<file path="src/rtl/hazard_pkg.sv">
// rtl/hazard_pkg.sv - shared types and constants for the pipeline hazard controller
package hazard_pkg;

  // Register-address width shared with the decode stage.
  localparam int HZ_RA_W = 5;

  typedef enum logic {
    RUN,
    MD_BUSY
  } hz_state_e;

  typedef enum logic [2:0] {
    NONE,
    LOAD_USE,
    BRANCH,
    MD_WAIT,
    MEM_WAIT
  } hz_cause_e;

endpackage

</file>
<file path="src/rtl/sat_counter.sv">
// rtl/sat_counter.sv - saturating event counter with synchronous clear
module sat_counter #(
  parameter int W = 16
) (
  input  logic         clk,
  input  logic         rst_n,
  input  logic         clr,
  input  logic         inc,
  output logic [W-1:0] q
);

  // Clear outranks increment; the count sticks at all-ones.
  always_ff @(posedge clk or negedge rst_n) begin
    if (!rst_n) begin
      q <= '0;
    end else if (clr) begin
      q <= '0;
    end else if (inc && (q != '1)) begin
      q <= q + W'(1);
    end
  end

endmodule

</file>
<file path="src/rtl/hazard_ctrl.sv">
// rtl/hazard_ctrl.sv - load-use, MUL/DIV, memory-freeze and branch hazard control
module hazard_ctrl
  import hazard_pkg::*;
#(
  parameter int RA_W     = HZ_RA_W,
  parameter int LOAD_LAT = 1,
  parameter int CNT_W    = 16
) (
  input  logic             clk,
  input  logic             rst_n,
  input  logic [RA_W-1:0]  id_rs1,
  input  logic [RA_W-1:0]  id_rs2,
  input  logic             id_rs1_used,
  input  logic             id_rs2_used,
  input  logic [RA_W-1:0]  ex_rd,
  input  logic             ex_mem_read,
  input  logic [RA_W-1:0]  mem_rd,
  input  logic             mem_mem_read,
  input  logic             ex_md_start,
  input  logic             md_done,
  input  logic             mem_req,
  input  logic             dmem_ready,
  input  logic             branch_taken,
  input  logic             cnt_clr,
  output logic             pc_write,
  output logic             if_id_write,
  output logic             id_ex_write,
  output logic             ex_mem_write,
  output logic             id_ex_bubble,
  output logic             ex_mem_bubble,
  output logic             mem_wb_bubble,
  output logic             if_id_flush,
  output logic             id_ex_flush,
  output logic             stall,
  output logic [CNT_W-1:0] stall_cnt,
  output logic [CNT_W-1:0] flush_cnt
);

  hz_state_e state;
  hz_cause_e cause;
  logic      ex_hit;
  logic      mem_hit;
  logic      load_use;
  logic      md_wait;
  logic      mem_wait;

  // x0 is never a real producer, and unread operands cannot create a hazard.
  function automatic logic reads_reg(input logic [RA_W-1:0] rd,
                                     input logic [RA_W-1:0] rs1,
                                     input logic [RA_W-1:0] rs2,
                                     input logic            u1,
                                     input logic            u2);
    return (rd != '0) && ((u1 && (rs1 == rd)) || (u2 && (rs2 == rd)));
  endfunction

  assign ex_hit   = ex_mem_read && reads_reg(ex_rd, id_rs1, id_rs2, id_rs1_used, id_rs2_used);
  assign mem_hit  = (LOAD_LAT >= 2) && mem_mem_read &&
                    reads_reg(mem_rd, id_rs1, id_rs2, id_rs1_used, id_rs2_used);
  assign load_use = ex_hit || mem_hit;
  assign md_wait  = ((state == RUN) && ex_md_start && !md_done) ||
                    ((state == MD_BUSY) && !md_done);
  assign mem_wait = mem_req && !dmem_ready;

  always_comb begin
    cause = NONE;
    if (mem_wait) begin
      cause = MEM_WAIT;
    end else if (md_wait) begin
      cause = MD_WAIT;
    end else if (branch_taken) begin
      cause = BRANCH;
    end else if (load_use) begin
      cause = LOAD_USE;
    end
  end

  always_comb begin
    pc_write      = 1'b1;
    if_id_write   = 1'b1;
    id_ex_write   = 1'b1;
    ex_mem_write  = 1'b1;
    id_ex_bubble  = 1'b0;
    ex_mem_bubble = 1'b0;
    mem_wb_bubble = 1'b0;
    if_id_flush   = 1'b0;
    id_ex_flush   = 1'b0;
    stall         = 1'b0;
    if (!rst_n) begin
      pc_write     = 1'b0;
      if_id_write  = 1'b0;
      id_ex_write  = 1'b0;
      ex_mem_write = 1'b0;
    end else begin
      case (cause)
        MEM_WAIT: begin
          pc_write      = 1'b0;
          if_id_write   = 1'b0;
          id_ex_write   = 1'b0;
          ex_mem_write  = 1'b0;
          mem_wb_bubble = 1'b1;
          stall         = 1'b1;
        end
        MD_WAIT: begin
          pc_write      = 1'b0;
          if_id_write   = 1'b0;
          id_ex_write   = 1'b0;
          ex_mem_bubble = 1'b1;
          stall         = 1'b1;
        end
        BRANCH: begin
          if_id_flush = 1'b1;
          id_ex_flush = 1'b1;
        end
        LOAD_USE: begin
          pc_write     = 1'b0;
          if_id_write  = 1'b0;
          id_ex_bubble = 1'b1;
          stall        = 1'b1;
        end
        default: begin
        end
      endcase
    end
  end

  // A freeze holds MD_BUSY, but a done pulse seen during the freeze still releases it.
  always_ff @(posedge clk or negedge rst_n) begin
    if (!rst_n) begin
      state <= RUN;
    end else begin
      case (state)
        RUN:     if (ex_md_start && !md_done && !mem_wait) state <= MD_BUSY;
        MD_BUSY: if (md_done) state <= RUN;
        default: state <= RUN;
      endcase
    end
  end

  sat_counter #(.W(CNT_W)) u_stall_cnt (
    .clk   (clk),
    .rst_n (rst_n),
    .clr   (cnt_clr),
    .inc   (stall),
    .q     (stall_cnt)
  );

  sat_counter #(.W(CNT_W)) u_flush_cnt (
    .clk   (clk),
    .rst_n (rst_n),
    .clr   (cnt_clr),
    .inc   (if_id_flush),
    .q     (flush_cnt)
  );

endmodule

</file>
<file path="config.mk">
export PLATFORM = sky130hd
export DESIGN_NAME = hazard_ctrl
export DESIGN_NICKNAME = d
export VERILOG_FILES = /design/src/rtl/hazard_pkg.sv /design/src/rtl/sat_counter.sv /design/src/rtl/hazard_ctrl.sv
export SDC_FILE = /design/constraint.sdc
export NUM_CORES = 1
export LEC_CHECK = 0
export CAP_MARGIN = 0
export CELL_PAD_IN_SITES_DETAIL_PLACEMENT = 1
export CELL_PAD_IN_SITES_GLOBAL_PLACEMENT = 1
export CORE_MARGIN = 2
export CORE_UTILIZATION = 35
export DETAILED_ROUTE_END_ITERATION = 8
export PLACE_DENSITY = 0.85
export SYNTH_ARGS = -nofsm -noshare
export SYNTH_HDL_FRONTEND = slang
export SYNTH_SLANG_ARGS = --single-unit
</file>
<file path="constraint.sdc">
create_clock -name clk -period 4.5 [get_ports clk]
set_input_delay 0.9 -clock clk [delete_from_list [all_inputs] [get_ports clk]]
set_output_delay 0.9 -clock clk [all_outputs]
set_load 0.01 [all_outputs]
</file>
==> results.cfg, run 1 <==
[drt]
postRouteAntennaNets = 0
routedWlPerCell_um = 15.6
dr_total_vias = 1904
drtPass1Iterations = 4
drt_iter0_markers = 71
route.final.wire_length_um = 5590
drc = 0
avgViaCountPerCell = 5.32

[critical_path]
timing.rr.start = u_stall_cnt.q[0]
regToRegEndpoint = u_stall_cnt.q[1]
startpoint_type = input pin
slowest_stage = clkdlybuf4s50_1
end_kind = primary output
crit_fanout = 14
cp-startpoint = ex_rd[2]
crit_type = input pin to primary output
critPathMaxStageDelay_ns = 0.55
critPathMostFrequentCell = clkdlybuf4s50_1
worstPathRequired_ns = 3.60
reg2regPathDepth = 7
arrival_ns = 2.93
crit_end = stall
cp_cell_sequence = clkdlybuf4s50_1, xnor2_1, nand4_1, o22ai_2, a21boi_2, nor2_1, clkdlybuf4s50_1
r2r_slack_ns = 2.23

[floorplanning]
die_w_um = 78.9
core_mm2 = 0.00547
die-area_mm2 = 0.00623
die_y_um = 78.9
num_rows = 27
start_util = 0.359
ios = 74

[logic_synthesis]
synth-seq-cells = 33
async_flop_share = 1.00
synth_nets = 252
ys.flop_type = dfrtp_1
synth.top_cell.area_share = 0.420
synth.distinct_cells = 37
postSynthAreaPerCell_um2 = 9.01
synth_edf_count = 0
yosysSeqAreaShare = 0.420
synth.most_common_cell = dfrtp_1
syn-instance-count = 218
synthTopCellsByCount = dfrtp_1 (33), nor2_1 (27), a21oi_1 (17)
yosys_warnings = 0
synth_largest_area_cell = dfrtp_1
netlist_area_mm2 = 0.00196
synth_area_leaders = dfrtp_1 (42%), xnor2_1 (5.8%), xor2_1 (5.8%)

[pwr]
power_frac_seq = 0.440
ir_worst_vdd_mv = 0.157
p_leak_nw = 1.09
powerDensity_mw_per_mm2 = 245
clkPwrFrac = 0.426
comb_power_share = 0.133
switching_share = 0.235
p_switching_mw = 0.161
intPower_mw = 0.525

[grt]
grt_pass1_vias = 2020
globalRouteOverflowTotal = 0
grt_pass1_wl_um = 9520
antenna_found_initial = 0
grt_max_degree = 27
track_usage = 0.193

[clocking]
numCtsBuffers = 5
post_cts_resized = 0
clock-sinks = 33
cts.reportedPaths.clkPinSlew_ns = 0.07
cts-root-buf = clkbuf_8
cts_max_level = 2
clk_latency_ns = 0.28
cts_tree = yes
clk_path_buf_depth = 2
cts_setup_buffers = 0
cts_hold_buffers = 0

[sta]
setup_tns_ns = 0
min_period_ns = 3.83
relSlewSlack = 0.529
slew_violations = 0
fmax_ghz = 0.261
worst_slew_pin_slew_ns = 0.704
hold_violations = 0
setup_viol = 0
skew_ns = 0.00207
fin_crit_sh = 0.850
rsz0062_at_grt = no

[hold_path]
holdCritPathClass = input pin to async pin

[place]
port_buffers = 67
dp.cells = 350
dp_hpwl_um = 4200
place_congestion = 0.796

[finish]
drive_above_1_share = 0.0699
seqCellArea_um2 = 826
multi_input_area_mm2 = 0.00106
fillers = 648
n_antenna_cell = 0
final_cell_count_no_fill = 358
nNetsFinal = 319
area.growth.synth_to_final_pct = 42.7

[job]
drv_cap = 0

[status]
status = finished, final reports clean
cells by family after synthesis:
group	synth area share
buffers and inverters	0.0401
and+or+nand+nor	0.273
adders and majority gates	0.0127
xor gates and xnor gates	0.116
muxes	0.0159
AOI/OAI and AO/OA	0.122
DFF	0.420
worst min path at each step:
stage / from / end / slack (ns) / cells after the start
3_5_place_dp: state / state / 0.53 / 2
2_1_floorplan: state / state / 0.46 / 2
5_1_grt: rst_n / u_flush_cnt.q[6] / 0.50 / 1
4_1_cts: rst_n / state / 0.49 / 1
3_3_place_gp: state / state / 0.48 / 2
6_report: rst_n / state / 0.49 / 1
cells in the final DEF, fill, tap and decap left out, drive strengths merged:
master / count
a211oi: 2
a21boi: 1
a21oi: 18
a31oi: 1
and2: 4
and3: 7
and4: 3
buf: 3
bufinv: 1
clkbuf: 6
clkdlybuf4s50: 66
clkinvlp: 1
dfrtp: 33
ha: 2
inv: 7
mux2: 1
mux2i: 2
nand2: 16
nand2b: 2
nand3: 11
nand4: 12
nor2: 27
nor2b: 1
nor3: 3
nor4: 2
o21ai: 6
o21bai: 1
o22ai: 1
o31ai: 7
or3: 6
or4: 7
xnor2: 13
xor2: 13
layout make-up:
type,count,area share
multi-input combinational,169,0.378
sequential,33,0.295
timing repair buffer,69,0.243
tap,72,0.0321
clock buffer,6,0.0295
clock inverter,2,0.0134
inverter,7,0.00937
through the flow:
| step | cell area (um2) | util | power, mW | setup slack (ns) | hold WS (ns) |
|---|---|---|---|---|---|
| final | 2800 | 0.512 | 0.687 | 0.675 | 0.490 |
| after global routing | 2800 | 0.512 | 0.721 | 0.544 | 0.499 |
| after CTS | 2800 | 0.512 | 0.694 | 0.655 | 0.487 |
| after detailed placement | 2680 | 0.490 | 0.400 | 0.683 | 0.531 |
| after global placement | 2680 | 0.490 | 0.398 | 0.732 | 0.481 |
| after floorplan | 1960 | - | 0.350 | 1.81 | 0.463 |
flip-flops by register name, indices dropped and copies added, names as in the netlist:
register	flops
state	1
u_flush_cnt.q	16
u_stall_cnt.q	16
power groups by stage:
stage,Clock [mW],Sequential [mW],Combinational (mW)
finish,0.293,0.302,0.0915
global route,0.317,0.303,0.101
CTS,0.298,0.302,0.0935
detailed placement,0,0.308,0.0924
global placement,0,0.308,0.0899
floorplan,0,0.309,0.0410
critical path, delay by kind of cell:
kind	cells	cell delay, ns
xor+xnor	1	0.14
simple gates	2	0.29
compound gates	2	0.51
buf+inv	2	1.08
metal layers:
layer  vias to the layer above  track usage  wire length (um)
met5                         -            0                 0
met4                         0       0.0621                48
met3                         7       0.0375               128
met2                        30        0.351              3100
met1                       960        0.228              2310
li1                        907            -                 -
(Power assumes the default switching activity.)
==> run 2: changes to the inputs <==
--- a/config.mk
+++ b/config.mk
@@ -9,9 +9,9 @@
 export CELL_PAD_IN_SITES_DETAIL_PLACEMENT = 1
 export CELL_PAD_IN_SITES_GLOBAL_PLACEMENT = 1
 export CORE_MARGIN = 2
-export CORE_UTILIZATION = 35
+export CORE_UTILIZATION = 25
 export DETAILED_ROUTE_END_ITERATION = 8
-export PLACE_DENSITY = 0.85
+export PLACE_DENSITY = 0.66
 export SYNTH_ARGS = -nofsm -noshare
 export SYNTH_HDL_FRONTEND = slang
 export SYNTH_SLANG_ARGS = --single-unit
==> constraint.sdc (replaced) <==
create_clock -name clk -period 3.5 [get_ports clk]
set_input_delay 0.7 -clock clk [delete_from_list [all_inputs] [get_ports clk]]
set_output_delay 0.7 -clock clk [all_outputs]
set_load 0.01 [all_outputs]
==> run 2 against run 1 <==
  * Sequential share of layout area down 0.47 points
  * Flip-flop and latch count unchanged
  * Die area up 38%
  * Critical path depth down 1
  * Non-clock buffer count up 1
  * Core utilization down 14 points
  * Largest cell class unchanged
  * Clock skew up 0.0029 ns
  * Critical endpoint is now id_ex_bubble
  * Power up 30%
  * Critical path type unchanged
  * Highest routed layer unchanged
  * Via count down 3.0%
==> results.cfg, run 2 (same netlist as run 1, synthesis figures left out) <==
[status]
status = finished, final reports clean

[pwr]
ir_worst_vdd_mv = 0.147
total_power_mw = 0.889
p_leak_nw = 1.10
powerDensity_mw_per_mm2 = 312

[finish]
final_cell_mix = clkdlybuf4s50_1 (66), dfrtp_1 (33), nor2_1 (27), a21oi_1 (17), nand2_1 (16)
fillers = 914
reg.largest.list = u_flush_cnt.q x16, u_stall_cnt.q x16, state x1
final_cell_count_no_fill = 389
nNetsFinal = 320
drive_above_1_share = 0.0732
area.growth.synth_to_final_pct = 45.0
post-route-util = 0.370
final_common_cell = clkdlybuf4s50_1
n_antenna_cell = 0
seqCellArea_um2 = 826
design_area_mm2 = 0.00285
multi_input_area_mm2 = 0.00106

[place]
dp_hpwl_um = 4290
dp_slack_ns = 0.219
placed_cell_area_mm2 = 0.00273
port_buffers = 67
dp.cells = 381
place_congestion = 0.729

[critical_path]
critPathMaxStageDelay_ns = 0.54
end_kind = primary output
cp-startpoint = ex_rd[1]
timing.rr.start = u_stall_cnt.q[0]
startpoint_type = input pin
arrival_ns = 2.55
cp_cell_sequence = clkdlybuf4s50_1, xnor2_1, nand4_1, o22ai_2, and3_2, clkdlybuf4s50_1
critPathMostFrequentCell = clkdlybuf4s50_1
slowest_stage = clkdlybuf4s50_1
crit_type = input pin to primary output
worstPathRequired_ns = 2.80
crit_fanout = 4

[sta]
fmax_ghz = 0.308
setup_tns_ns = 0
min_period_ns = 3.25
slew_violations = 0
setup_slack_ns = 0.254
relSlewSlack = 0.499
skew_ns = 0.00502
fin_crit_sh = 0.927
worst_slew_pin_slew_ns = 0.750
rsz0062_at_grt = no
whs_ns = 0.316
hold_violations = 0
setup_viol = 0

[drt]
drtPass1Iterations = 4
route.final.wire_length_um = 5630
routedWlPerCell_um = 14.5
postRouteAntennaNets = 0
dr_total_vias = 1846
avgViaCountPerCell = 4.75
drt_iter0_markers = 50
drc = 0

[clocking]
post_cts_resized = 0
cts_setup_buffers = 0
cts-root-buf = clkbuf_8
cts_max_level = 2
clock-sinks = 33
cts.reportedPaths.clkPinSlew_ns = 0.07
clk_latency_ns = 0.29
cts_hold_buffers = 0
cts_tree = yes
numCtsBuffers = 5
clk_path_buf_depth = 2

[floorplanning]
num_rows = 32
die_w_um = 92.6
start_util = 0.256
die_y_um = 92.6
core_mm2 = 0.00769
ios = 74
die-area_mm2 = 0.00858

[grt]
grt_max_degree = 34
grt_pass1_vias = 1908
globalRouteOverflowTotal = 0
antenna_found_initial = 0
track_usage = 0.137
grt_pass1_wl_um = 9460

[hold_path]
holdCritPathClass = input pin to async pin

[job]
drv_cap = 0
-- run 2: cell types whose count changed in the layout (fill, tap and decap cells not counted) --
cell,previous run,this run
buf_4,2,3
-- run 2: where the power goes --
part           switching, mW  total, mW  internal, mW
logic                 0.0583      0.118        0.0602
clock network          0.151      0.382         0.232
registers            0.00383      0.389         0.385
total                  0.213      0.889         0.676
-- run 2: routing by layer --
metal	routed length (um)	vias up	track usage
li1	-	908	-
met1	2530	895	0.182
met2	2830	37	0.225
met3	224	6	0.0325
met4	48	0	0.0319
met5	0	-	0
-- run 2: layout make-up --
cell class	instances	share of cell area
inverter	7	0.00923
sequential	33	0.290
multi-input combinational	169	0.372
clock inverter	2	0.0132
clock buffer	6	0.0290
tap	102	0.0448
timing repair buffer	70	0.242
-- run 2: path summary, 6_finish.rpt --
kind	to	slack [ns]	depth (start not counted)
max in group asynchronous	u_flush_cnt.q[15]	2.56	2
worst max-delay path	id_ex_bubble	0.25	6
worst min register to register	state	0.51	2
min in group clk	state	0.51	2
worst max register to register	u_stall_cnt.q[1]	1.21	7
worst min-delay path	u_stall_cnt.q[11]	0.32	1
-- run 2: worst max-delay path: cells and delay by family --
family | cells | cell delay [ns]
AO/OA/AOI/OAI | 1 | 0.29
XOR/XNOR | 1 | 0.13
buffers and inverters | 2 | 1.08
AND/OR/NAND/NOR | 2 | 0.34
==> run 3: changes to the inputs <==
--- a/config.mk
+++ b/config.mk
@@ -12,6 +12,7 @@
 export CORE_UTILIZATION = 25
 export DETAILED_ROUTE_END_ITERATION = 8
 export PLACE_DENSITY = 0.66
+export SKIP_LAST_GASP = 1
 export SYNTH_ARGS = -nofsm -noshare
 export SYNTH_HDL_FRONTEND = slang
 export SYNTH_SLANG_ARGS = --single-unit
==> results of run 3 <==
Final layout, timing and power as in run 2 (identical DEF).
